===== config.mk =====
export PLATFORM = sky130hd
export DESIGN_NAME = jogador_automatico_flat
export DESIGN_NICKNAME = d
export VERILOG_FILES = /design/src/rtl/jogador_automatico_pkg.sv /design/src/rtl/jogador_automatico_if.sv /design/src/rtl/jogador_automatico_memoria.sv /design/src/rtl/jogador_automatico.sv /design/src/flat_wrapper.sv
export SDC_FILE = /design/constraint.sdc
export NUM_CORES = 1
export LEC_CHECK = 0
export CORE_MARGIN = 4
export CORE_UTILIZATION = 25
export DETAILED_ROUTE_END_ITERATION = 16
export PLACE_DENSITY = 0.43
export SYNTH_ARGS = -nofsm -noshare
export SYNTH_HDL_FRONTEND = slang
export SYNTH_SLANG_ARGS = --single-unit

===== constraint.sdc =====
create_clock -name clock -period 7.4 [get_ports clock]
set_clock_uncertainty 0.2 [all_clocks]
set_input_delay 2.22 -clock clock [delete_from_list [all_inputs] [get_ports clock]]
set_output_delay 2.22 -clock clock [all_outputs]
set_load 0.05 [all_outputs]

===== src/rtl/jogador_automatico_pkg.sv =====
// Shared definitions for the automatic player: state codes, the state type and
// the one-hot test used on the game's leds.
package jogador_automatico_pkg;

  localparam logic [3:0] OCIOSO     = 4'd0;
  localparam logic [3:0] ESPERA_LED = 4'd1;
  localparam logic [3:0] CAPTURA    = 4'd2;
  localparam logic [3:0] QUIETO     = 4'd3;
  localparam logic [3:0] PRESSIONA  = 4'd4;
  localparam logic [3:0] SOLTA      = 4'd5;
  localparam logic [3:0] FIM        = 4'd6;

  typedef enum logic [3:0] {
    EST_OCIOSO     = OCIOSO,
    EST_ESPERA_LED = ESPERA_LED,
    EST_CAPTURA    = CAPTURA,
    EST_QUIETO     = QUIETO,
    EST_PRESSIONA  = PRESSIONA,
    EST_SOLTA      = SOLTA,
    EST_FIM        = FIM
  } estado_t;

  function automatic logic eh_onehot4(input logic [3:0] v);
    return (v != 4'd0) && ((v & (v - 4'd1)) == 4'd0);
  endfunction

endpackage


===== src/rtl/jogador_automatico_if.sv =====
// Connection between the game and the automatic player; the game side is the
// master (drives leds and status), the player is the slave (drives botoes).
interface jogador_automatico_if;

  // No valid/ready pair: leds and botoes are level signals sampled every rising
  // edge; a play is a 0 -> one-hot edge on leds, a press is botoes held one-hot.
  logic       habilita;
  logic       inicio;
  logic [3:0] leds;
  logic       ganhou;
  logic       perdeu;
  logic [3:0] botoes;
  logic       ativo;
  logic       erro_captura;
  logic [3:0] db_estado;
  logic [3:0] db_rodada;

  modport master (
    output habilita, inicio, leds, ganhou, perdeu,
    input  botoes, ativo, erro_captura, db_estado, db_rodada
  );

  modport slave (
    input  habilita, inicio, leds, ganhou, perdeu,
    output botoes, ativo, erro_captura, db_estado, db_rodada
  );

endinterface


===== src/rtl/jogador_automatico_memoria.sv =====
// Register file holding the captured plays of the current round: synchronous
// write, asynchronous read, cleared synchronously by reset.
module memoria_jogadas_auto #(
  parameter int N  = 16,
  parameter int AW = 4
) (
  input  logic          clock,
  input  logic          reset,
  input  logic          i_we,
  input  logic [AW-1:0] i_end_esc,
  input  logic [3:0]    i_dado,
  input  logic [AW-1:0] i_end_leit,
  output logic [3:0]    o_dado
);

  logic [3:0] r_mem [N];

  always_ff @(posedge clock) begin
    if (reset) begin
      for (int i = 0; i < N; i++) r_mem[i] <= '0;
    end else if (i_we) begin
      r_mem[i_end_esc] <= i_dado;
    end
  end

  assign o_dado = r_mem[i_end_leit];

endmodule


===== src/rtl/jogador_automatico.sv =====
// Automatic player: records the sequence the memory game flashes on leds and
// replays it as timed one-hot button presses, one more play every round.
module jogador_automatico
  import jogador_automatico_pkg::*;
#(
  parameter int MAX_JOGADAS    = 16,
  parameter int PRESS_CYCLES   = 10,
  parameter int RELEASE_CYCLES = 10,
  parameter int QUIET_CYCLES   = 20
) (
  input  logic                 clock,
  input  logic                 reset,
  jogador_automatico_if.slave  bus
);

  localparam int IW   = (MAX_JOGADAS > 1) ? $clog2(MAX_JOGADAS) : 1;
  localparam int CMAX = (PRESS_CYCLES > RELEASE_CYCLES)
                        ? ((PRESS_CYCLES > QUIET_CYCLES) ? PRESS_CYCLES : QUIET_CYCLES)
                        : ((RELEASE_CYCLES > QUIET_CYCLES) ? RELEASE_CYCLES : QUIET_CYCLES);
  localparam int TW   = $clog2(CMAX + 1);

  localparam logic [IW-1:0] ULTIMA_RODADA = IW'(MAX_JOGADAS - 1);
  localparam logic [TW-1:0] T_PRESS       = TW'(PRESS_CYCLES - 1);
  localparam logic [TW-1:0] T_SOLTA       = TW'(RELEASE_CYCLES - 1);
  localparam logic [TW-1:0] T_QUIETO      = TW'(QUIET_CYCLES - 1);

  estado_t       r_estado;
  logic [IW-1:0] r_r;
  logic [IW-1:0] r_idx;
  logic [IW-1:0] r_k;
  logic [TW-1:0] r_timer;
  logic [3:0]    r_botoes;
  logic [3:0]    r_leds_ant;
  logic          r_ativo;
  logic          r_erro;
  logic          r_inicio_ant;
  logic          r_cap_fim;

  logic          w_borda_leds;
  logic          w_borda_inicio;
  logic          w_leds_ruim;
  logic          w_fim_jogo;
  logic          w_em_jogo;
  logic          w_grava;
  logic [IW-1:0] w_end_leit;
  logic [3:0]    w_mem_dado;

  assign w_borda_leds   = (bus.leds != 4'd0) && (r_leds_ant == 4'd0);
  assign w_borda_inicio = bus.inicio && !r_inicio_ant;
  assign w_leds_ruim    = (bus.leds != 4'd0) && !eh_onehot4(bus.leds);
  assign w_fim_jogo     = bus.ganhou || bus.perdeu;
  assign w_em_jogo      = (r_estado != EST_OCIOSO) && (r_estado != EST_FIM);

  // Write only when the FSM really takes the ESPERA_LED -> CAPTURA branch below.
  assign w_grava = bus.habilita && (r_estado == EST_ESPERA_LED) && !w_fim_jogo &&
                   !w_borda_inicio && !w_leds_ruim && w_borda_leds;

  // The press value is loaded on the edge that enters PRESSIONA, so read the
  // address k will hold after that edge: 0 from QUIETO, k+1 from SOLTA.
  assign w_end_leit = (r_estado == EST_SOLTA) ? (r_k + IW'(1)) : '0;

  memoria_jogadas_auto #(
    .N  (MAX_JOGADAS),
    .AW (IW)
  ) u_memoria (
    .clock      (clock),
    .reset      (reset),
    .i_we       (w_grava),
    .i_end_esc  (r_idx),
    .i_dado     (bus.leds),
    .i_end_leit (w_end_leit),
    .o_dado     (w_mem_dado)
  );

  always_ff @(posedge clock) begin
    if (reset) begin
      r_estado     <= EST_OCIOSO;
      r_r          <= '0;
      r_idx        <= '0;
      r_k          <= '0;
      r_timer      <= '0;
      r_botoes     <= '0;
      r_leds_ant   <= '0;
      r_ativo      <= 1'b0;
      r_erro       <= 1'b0;
      r_inicio_ant <= 1'b0;
      r_cap_fim    <= 1'b0;
    end else begin
      r_leds_ant   <= bus.leds;
      r_inicio_ant <= bus.inicio;
      // Outputs follow the next state: a press only survives where it is re-loaded.
      r_timer      <= '0;
      r_botoes     <= '0;
      r_ativo      <= 1'b1;

      if (!bus.habilita) begin
        r_estado <= EST_OCIOSO;
        r_ativo  <= 1'b0;
      end else if (w_em_jogo && w_fim_jogo) begin
        r_estado <= EST_FIM;
        r_ativo  <= 1'b0;
      end else if (w_em_jogo && w_borda_inicio) begin
        r_estado  <= EST_ESPERA_LED;
        r_r       <= '0;
        r_idx     <= '0;
        r_cap_fim <= 1'b0;
        r_erro    <= 1'b0;
      end else if (w_em_jogo && w_leds_ruim) begin
        r_estado <= EST_FIM;
        r_ativo  <= 1'b0;
        r_erro   <= 1'b1;
      end else begin
        case (r_estado)
          EST_OCIOSO: begin
            if (bus.inicio) begin
              r_estado  <= EST_ESPERA_LED;
              r_r       <= '0;
              r_idx     <= '0;
              r_cap_fim <= 1'b0;
              r_erro    <= 1'b0;
            end else begin
              r_ativo <= 1'b0;
            end
          end
          EST_ESPERA_LED: begin
            if (w_borda_leds) begin
              r_estado  <= EST_CAPTURA;
              r_idx     <= r_idx + IW'(1);
              // Remembers that play r was captured, so idx never needs to hold r+1.
              r_cap_fim <= (r_idx == r_r);
            end
          end
          EST_CAPTURA: begin
            if (bus.leds == 4'd0) begin
              r_estado <= r_cap_fim ? EST_QUIETO : EST_ESPERA_LED;
            end
          end
          EST_QUIETO: begin
            if (bus.leds != 4'd0) begin
              r_estado <= EST_FIM;
              r_ativo  <= 1'b0;
              r_erro   <= 1'b1;
            end else if (r_timer == T_QUIETO) begin
              r_estado <= EST_PRESSIONA;
              r_k      <= '0;
              r_botoes <= w_mem_dado;
            end else begin
              r_timer <= r_timer + TW'(1);
            end
          end
          EST_PRESSIONA: begin
            if (r_timer == T_PRESS) begin
              r_estado <= EST_SOLTA;
            end else begin
              r_timer  <= r_timer + TW'(1);
              r_botoes <= r_botoes;
            end
          end
          EST_SOLTA: begin
            if (r_timer != T_SOLTA) begin
              r_timer <= r_timer + TW'(1);
            end else if (r_k != r_r) begin
              r_estado <= EST_PRESSIONA;
              r_k      <= r_k + IW'(1);
              r_botoes <= w_mem_dado;
            end else if (r_r == ULTIMA_RODADA) begin
              r_estado <= EST_FIM;
              r_ativo  <= 1'b0;
            end else begin
              r_estado  <= EST_ESPERA_LED;
              r_r       <= r_r + IW'(1);
              r_idx     <= '0;
              r_cap_fim <= 1'b0;
            end
          end
          EST_FIM: begin
            if (w_borda_inicio) begin
              r_estado  <= EST_ESPERA_LED;
              r_r       <= '0;
              r_idx     <= '0;
              r_cap_fim <= 1'b0;
              r_erro    <= 1'b0;
            end else begin
              r_ativo <= 1'b0;
              if (w_leds_ruim) r_erro <= 1'b1;
            end
          end
          default: begin
            r_estado <= EST_OCIOSO;
            r_ativo  <= 1'b0;
          end
        endcase
      end
    end
  end

  assign bus.botoes       = r_botoes;
  assign bus.ativo        = r_ativo;
  assign bus.erro_captura = r_erro;
  assign bus.db_estado    = r_estado;
  assign bus.db_rodada    = 4'(r_r);

endmodule


===== src/flat_wrapper.sv =====
// flat-port wrapper written by rule: the top's interface ports become plain ports
module jogador_automatico_flat import jogador_automatico_pkg::*;
#(
  parameter int MAX_JOGADAS    = 16,
  parameter int PRESS_CYCLES   = 10,
  parameter int RELEASE_CYCLES = 10,
  parameter int QUIET_CYCLES   = 20
)
  (clock, reset, bus_habilita, bus_inicio, bus_leds, bus_ganhou, bus_perdeu, bus_botoes, bus_ativo, bus_erro_captura, bus_db_estado, bus_db_rodada);
  jogador_automatico_if bus_i ();
  input  logic clock;
  input  logic reset;
  input wire logic [$bits(bus_i.habilita)-1:0] bus_habilita;
  input wire logic [$bits(bus_i.inicio)-1:0] bus_inicio;
  input wire logic [$bits(bus_i.leds)-1:0] bus_leds;
  input wire logic [$bits(bus_i.ganhou)-1:0] bus_ganhou;
  input wire logic [$bits(bus_i.perdeu)-1:0] bus_perdeu;
  output wire logic [$bits(bus_i.botoes)-1:0] bus_botoes;
  output wire logic [$bits(bus_i.ativo)-1:0] bus_ativo;
  output wire logic [$bits(bus_i.erro_captura)-1:0] bus_erro_captura;
  output wire logic [$bits(bus_i.db_estado)-1:0] bus_db_estado;
  output wire logic [$bits(bus_i.db_rodada)-1:0] bus_db_rodada;
  assign bus_i.habilita = bus_habilita;
  assign bus_i.inicio = bus_inicio;
  assign bus_i.leds = bus_leds;
  assign bus_i.ganhou = bus_ganhou;
  assign bus_i.perdeu = bus_perdeu;
  assign bus_botoes = bus_i.botoes;
  assign bus_ativo = bus_i.ativo;
  assign bus_erro_captura = bus_i.erro_captura;
  assign bus_db_estado = bus_i.db_estado;
  assign bus_db_rodada = bus_i.db_rodada;
  jogador_automatico #(.MAX_JOGADAS(MAX_JOGADAS), .PRESS_CYCLES(PRESS_CYCLES), .RELEASE_CYCLES(RELEASE_CYCLES), .QUIET_CYCLES(QUIET_CYCLES)) u_core (.clock(clock), .reset(reset), .bus(bus_i));
endmodule

---- Word level (Yosys, flattened, before mapping) ----
Memory sizes are Yosys's and may differ from the RTL's.
Index checks and enable logic that the tools add are counted.
operators by class
  $add $sub $neg .......................... 5
  multiply operators ...................... 0
  div/mod/pow operators ................... 0
  magnitude comparators ................... 0
  equal/unequal tests ..................... 46
  shift-type cells ........................ 0
  mux-type cells .......................... 79
  bitwise operators ....................... 5
  reduce and logical (&&, ||, !) cells .... 41
operators by type and width
  operator                                                count
  2-to-1 mux 4 bit                                        34
  one-hot mux 4 bit (7 select lines)                      1
  2-to-1 mux 1 bit                                        27
  inequality test 5 x 1 -> 1 bit (second input constant)  5
  one-hot mux 4 bit (3 select lines)                      2
  AND reduction 7 bit                                     3
  2-to-1 mux 5 bit                                        4
  AND reduction 9 bit                                     2
  zero test 4 bit                                         4
  inequality test 4 x 1 -> 1 bit (second input constant)  4
  one-hot mux 4 bit (4 select lines)                      1
  one-hot mux 5 bit (3 select lines)                      1
  logical AND 1 bit                                       13
  adder 4 x 1 -> 4 bit (second input constant)            3
  == test 4 x 3 -> 1 bit (second input constant)          3
  2-to-1 mux 3 bit                                        4
  inequality test 2 x 1 -> 1 bit (second input constant)  6
  nonzero test 4 bit                                      3
  inequality test 5 x 4 -> 1 bit (second input constant)  2
  AND reduction 10 bit                                    1
  nonzero test 5 bit                                      2
  inequality test 3 bit (second input constant)           3
  == test 4 x 2 -> 1 bit (second input constant)          2
  inequality test 2 bit (second input constant)           4
  31 further kinds                                        42
word-level totals
  register bits after elaboration ......... 33
  latch bits .............................. 0
  bits in writable memories ............... 64
  memory bits (read-only) ................. 0
  input port bits ......................... 10
  output and inout port bits .............. 14
  word-level logic and storage cells ...... 190
  memories ................................ 1
memories
  name                    depth  width  rd ports  clocked after Yosys merged registers in  wr ports  line                              RTL
  u_core.u_memoria.r_mem  16     4      1         0                                        16        jogador_automatico_memoria.sv:16  logic [3:0] r_mem [N];

---- Depth between registers and ports, before layout ----
  depth in word-level cells ............... 14
  gate-level depth with buffers ........... 10
  gate-level depth less buffers ........... 8

---- By module ----
A second synthesis with hierarchy kept.
unflattened totals
  cells, all modules ...................... 463
  area, all modules ....................... 5201.2 um^2
modules (own cells, without submodules)
  module                times used  cells each  area an instance (um^2)  seq. area each (um^2)
  memoria_jogadas_auto  1           212         3130.5                   1921.8
  jogador_automatico    1           251         2070.7                   640.6

---- Least setup slack after synthesis ----
Ideal clock, no wire load.
  path kind ............................... input to register
  start ................................... input bus_leds[0]
  end ..................................... register u_core.r_idx[3]
  setup time .............................. 70 ps
  data arrival time ....................... 4126 ps
  data required time ...................... 7130 ps
  setup slack ............................. 3003 ps
  stages on the path ...................... 7
  buffers on the path ..................... 1
  path through ............................ a211o_1 a22oi_2 o221ai_2 or4b_1 buf_2 or4_1 a21oi_1
on the way
  longest elaborated chain between the ends .. 9
  elaborated cells between the ends (all ways) .. 12
  classes of those cells .................. add/sub (1); eq/ne (2); bitwise (1); reduce/logical (8)
ends and longest elaborated chain
  item                                             line                          RTL
  start, declared                                  flat_wrapper.sv:15            input wire logic [$bits(bus_i.leds)-1:0] bus_leds;
  subtractor 4 x 1 -> 4 bit                        jogador_automatico_pkg.sv:24  return (v != 4'd0) && ((v & (v - 4'd1)) == 4'd0);
  bitwise AND 4 bit                                jogador_automatico_pkg.sv:24
  zero test 4 bit                                  jogador_automatico_pkg.sv:24
  logical AND 1 bit                                jogador_automatico_pkg.sv:24
  zero test 1 bit                                  jogador_automatico.sv:50      assign w_leds_ruim = (bus.leds != 4'd0) && !eh_onehot4(bus.leds);
  logical AND 1 bit                                jogador_automatico.sv:50
  logical AND 1 bit                                jogador_automatico.sv:108     end else if (w_em_jogo && w_leds_ruim) begin
  inequality test 2 x 1 -> 1 bit (no source line)  --
  AND reduction 10 bit (no source line) (*)        --
  end signal, assigned                             jogador_automatico.sv:128     r_idx <= r_idx + IW'(1);
  end, declared                                    jogador_automatico.sv:29      logic [IW-1:0] r_idx;
Every way passes the cells marked *; elsewhere a longest branch is shown, timed or not.
A chain may end at the register's enable or synchronous reset.

==> results.tsv <==
stage	metric	value	unit
power_and_ir_drop	Leak	0.001974	µW
clock_network	clock root buffer	clkbuf_16	
die	core area	20430	µm²
layout	layout cells sized above 1	0.07048	
die	Initial Utilization	0.2564	
flow_run	max cap viols	0	
synthesis	mux cell area share after synthesis	0.05781	
critical_path	Max stage delay on crit path	0.92	ns
die	die span in x	152.7	µm
route	DR vias	3869	
critical_path	CP bufs+invs	1	
timing	period utilization	0.7671	
synthesis	Async SR Flop Fraction	0	
critical_path	CP arrival	5.52	ns
placement	dpl ws	1.370	ns
clock_network	Worst-path clk slew	0.06	ns
synthesis	Yosys warning count	0	
synthesis	Simple-Gate Fraction of Synth Area	0.2496	
power_and_ir_drop	PwrDens	219.5	nW/µm²
synthesis	adder-cell share of the synthesized area	0.02293	
timing	unrepaired setup endpoints after global routing	no	
synthesis	Yosys top cell by area	edfxtp_1	
critical_path	WS Path Type	input pin to flip-flop	
synthesis	Synth cell types	67	
timing	highest clock rate	0.1762	GHz
route	Routed WL	14290	µm
outcome	outcome	completed	
synthesis	ys flop type	edfxtp_1	
route	Antenna Nets Post-Route	0	
timing	setup TNS	0	ns
clock_network	post-CTS resize count	0	
clock_network	number of CTS-inserted buffers	9	
layout	post-layout util	0.2929	
timing	Final setup violation count	0	
timing	worst setup margin	1.723	ns
placement	detailed placer's ending HPWL	10030	µm
route	routed len/inst	17.97	µm
critical_path	Setup crit start kind	input pin	
timing	Max-slew headroom	0.3665	
placement	port bufs	22	
synthesis	Mapped Avg Cell Area	10.13	µm²
route	DRT Pass-1 Iters	5	
synthesis	post-synthesis compound-gate area fraction	0.1190	
layout	# diodes	0	
timing	fin crit period	5.677	ns
critical_path	CP delay by family, top	simple AND/OR/NAND/NOR gates	
synthesis	Cell Area, Synth	5238	µm²
critical_path	Critical Path RT	7.25	ns
synthesis	cell count after synthesis	517	
timing	Slew Limit Fails	0	
synthesis	largest cells by area after synthesis	edfxtp_1, dfxtp_1, and2_1, mux2i_1, nor2_1	
clock_network	CTS tree	built	
route	Post-route DRC	0	
synthesis	XOR/XNOR Fraction of Synth Area	0.02341	
critical_path	Crit. End Element	flip-flop	
critical_path	slowest CP cell	clkdlybuf4s50_1	
layout	Area growth, synth to finish	14.24	%
die	row count	52	
die	die height	152.7	µm
synthesis	Synth top area share	0.3669	
die	Die Area	23330	µm²
timing	Final Hold Viols	0	
placement	Routability Congestion	0.8663	
clock_network	Clock Path Buffers	2	
critical_path	cell breakdown of the critical path	clkdlybuf4s50_1 > a211o_1 > and2_1 > nor4b_2 > nand2_1 > nor3_1 > or2_1	
global_route	vias in the first global route	3895	
global_route	first-pass GRT wire length	22710	µm
synthesis	register area share after synthesis	0.4892	
clock_network	total setup buffers inserted after CTS	0	
clock_network	CTS hold repair buffers	0	
route	Iter 0 DRT Violations	324	
power_and_ir_drop	Total Power	1313	µW
timing	Least-Margin Pin Slew	0.9473	ns
synthesis	Mapped Nets	535	
global_route	total grt overflow	0	
synthesis	Post-synth EDFFs	64	
global_route	initial antenna violation count	0	
clock_network	Clock Sinks	96	
global_route	largest net degree at the start of global routing	35	
worst_hold_path	worst min path class	flip-flop to flip-flop	
timing	final hold slack	0.2569	ns
clock_network	Worst-Skew Late Latency	0.35	ns
synthesis	main combinational cell family by area after synthesis	simple AND/OR/NAND/NOR gates	
power_and_ir_drop	Max VDD drop	0.09275	mV
critical_path	CP Max Fanout	22	
layout	Nets	538	
die	# IOs	24	
global_route	Total Routing Usage GR	0.1240	
clock_network	H-tree levels	3	
route	Vias/cell	4.867	
synthesis	Seq cells post-synth	96	
-- final cells by class --
class,count,area [µm²]
Clock buffer,9,225.2
Fill cell,2153,14450
Timing Repair Buffer,27,257.7
Tap cell,270,337.8
Clock inverter,7,67.56
Sequential cell,96,2562
Inverter,10,37.54
Multi-Input combinational cell,376,2495
-- sequential cells by signal (all words and copies together) (netlist names) --
signal	cells
u_core.u_memoria.r_mem	64
u_core.r_timer	5
u_core.bus.botoes	4
u_core.bus.db_rodada	4
u_core.r_idx	4
u_core.r_k	4
u_core.r_leds_ant	4
u_core.bus.db_estado	3
u_core.bus.ativo	1
u_core.bus.erro_captura	1
u_core.r_cap_fim	1
u_core.r_inicio_ant	1
-- metal layers --
| metal | share of wire | up-vias | GRT usage | wire (µm) |
|---|---|---|---|---|
| met4 | 0.020 | 0 | 0.04794 | 282 |
| met1 | 0.48 | 1862 | 0.1703 | 6867 |
| met3 | 0.048 | 18 | 0.02016 | 688 |
| met5 | 0 | - | 0 | 0 |
| met2 | 0.45 | 111 | 0.1962 | 6448 |
| li1 | - | 1878 | - | - |
-- path summary, 6_finish.rpt --
path	from	endpoint	slack, ns	depth (start not counted)
worst min register to register	u_core.bus.botoes[3]	u_core.bus.botoes[3]	0.26	2
worst max-delay path	bus_leds[3]	u_core.u_memoria.r_mem[1][1]	1.72	7
worst max register to register	u_core.bus.db_estado[2]	u_core.bus.botoes[2]	3.83	7
worst min-delay path	u_core.bus.botoes[3]	u_core.bus.botoes[3]	0.26	2
-- worst register-to-register path, delay by kind of cell (launching register included) --
family / cells / cell delay, ns
compound gates: 3 / 0.75
mux: 1 / 0.57
buf+inv: 1 / 0.29
flops: 1 / 0.78
simple gates: 2 / 0.88
-- layout by cell type, fill, tap and decap left out, types with 6 or more instances in the layout --
cell type | synthesis | final
and2_1 | 67 | 67
edfxtp_1 | 64 | 64
nor2_1 | 39 | 39
nand2_1 | 36 | 36
dfxtp_1 | 32 | 32
clkdlybuf4s50_1 | 0 | 22
o21ai_0 | 21 | 21
mux2i_1 | 19 | 19
a21oi_1 | 18 | 18
or2_1 | 15 | 15
nor2b_1 | 12 | 12
xnor2_1 | 12 | 12
nand3_1 | 11 | 11
inv_1 | 9 | 9
nor3_1 | 9 | 9
clkbuf_16 | 0 | 9
o22ai_1 | 8 | 8
ha_1 | 8 | 8
mux2_2 | 6 | 6
-- through the flow --
step / cell area (µm²) / std cells
2_1_floorplan: 5238 / 517
3_3_place_gp: 5690 / 779
3_5_place_dp: 5690 / 779
4_1_cts: 5983 / 795
5_1_grt: 5983 / 795
6_report: 5983 / 795
-- cells in the mapped netlist (3+ instances only) --
cell,number
o22ai_1,8
a31oi_1,5
nand3_1,11
buf_2,6
or3_1,3
nand2_1,36
o21ai_0,21
nand3b_1,4
or4_1,4
nor3b_1,3
mux2i_1,19
and3_1,5
nor2_1,39
dfxtp_1,32
ha_1,8
xnor2_1,12
a221oi_1,5
nor4bb_1,4
nand2b_1,4
o2111ai_1,3
nor4_1,4
mux2_2,6
or2_1,15
nor2b_1,12
nor3_1,9
a211oi_1,5
a311oi_1,4
inv_1,9
clkbuf_1,25
edfxtp_1,64
a21oi_1,18
and2_1,67
-- cells by family after synthesis --
logic type	count (synthesis)
AO/OA/AOI/OAI	92
adder cells (fa/ha/maj)	10
multiplexers	27
AND/OR/NAND/NOR	232
XOR/XNOR	14
flip-flops	96
buffers and inverters	45
other	1
-- report_power, final --
group,leakage (µW),total (µW),internal (µW),switching [µW]
clock network,0.000141,471,262,209
logic,0.000945,228,80.7,147
registers,0.000887,615,594,21.4
total,0.00197,1310,936,377
No activity file was read; power rests on OpenSTA's default activity.
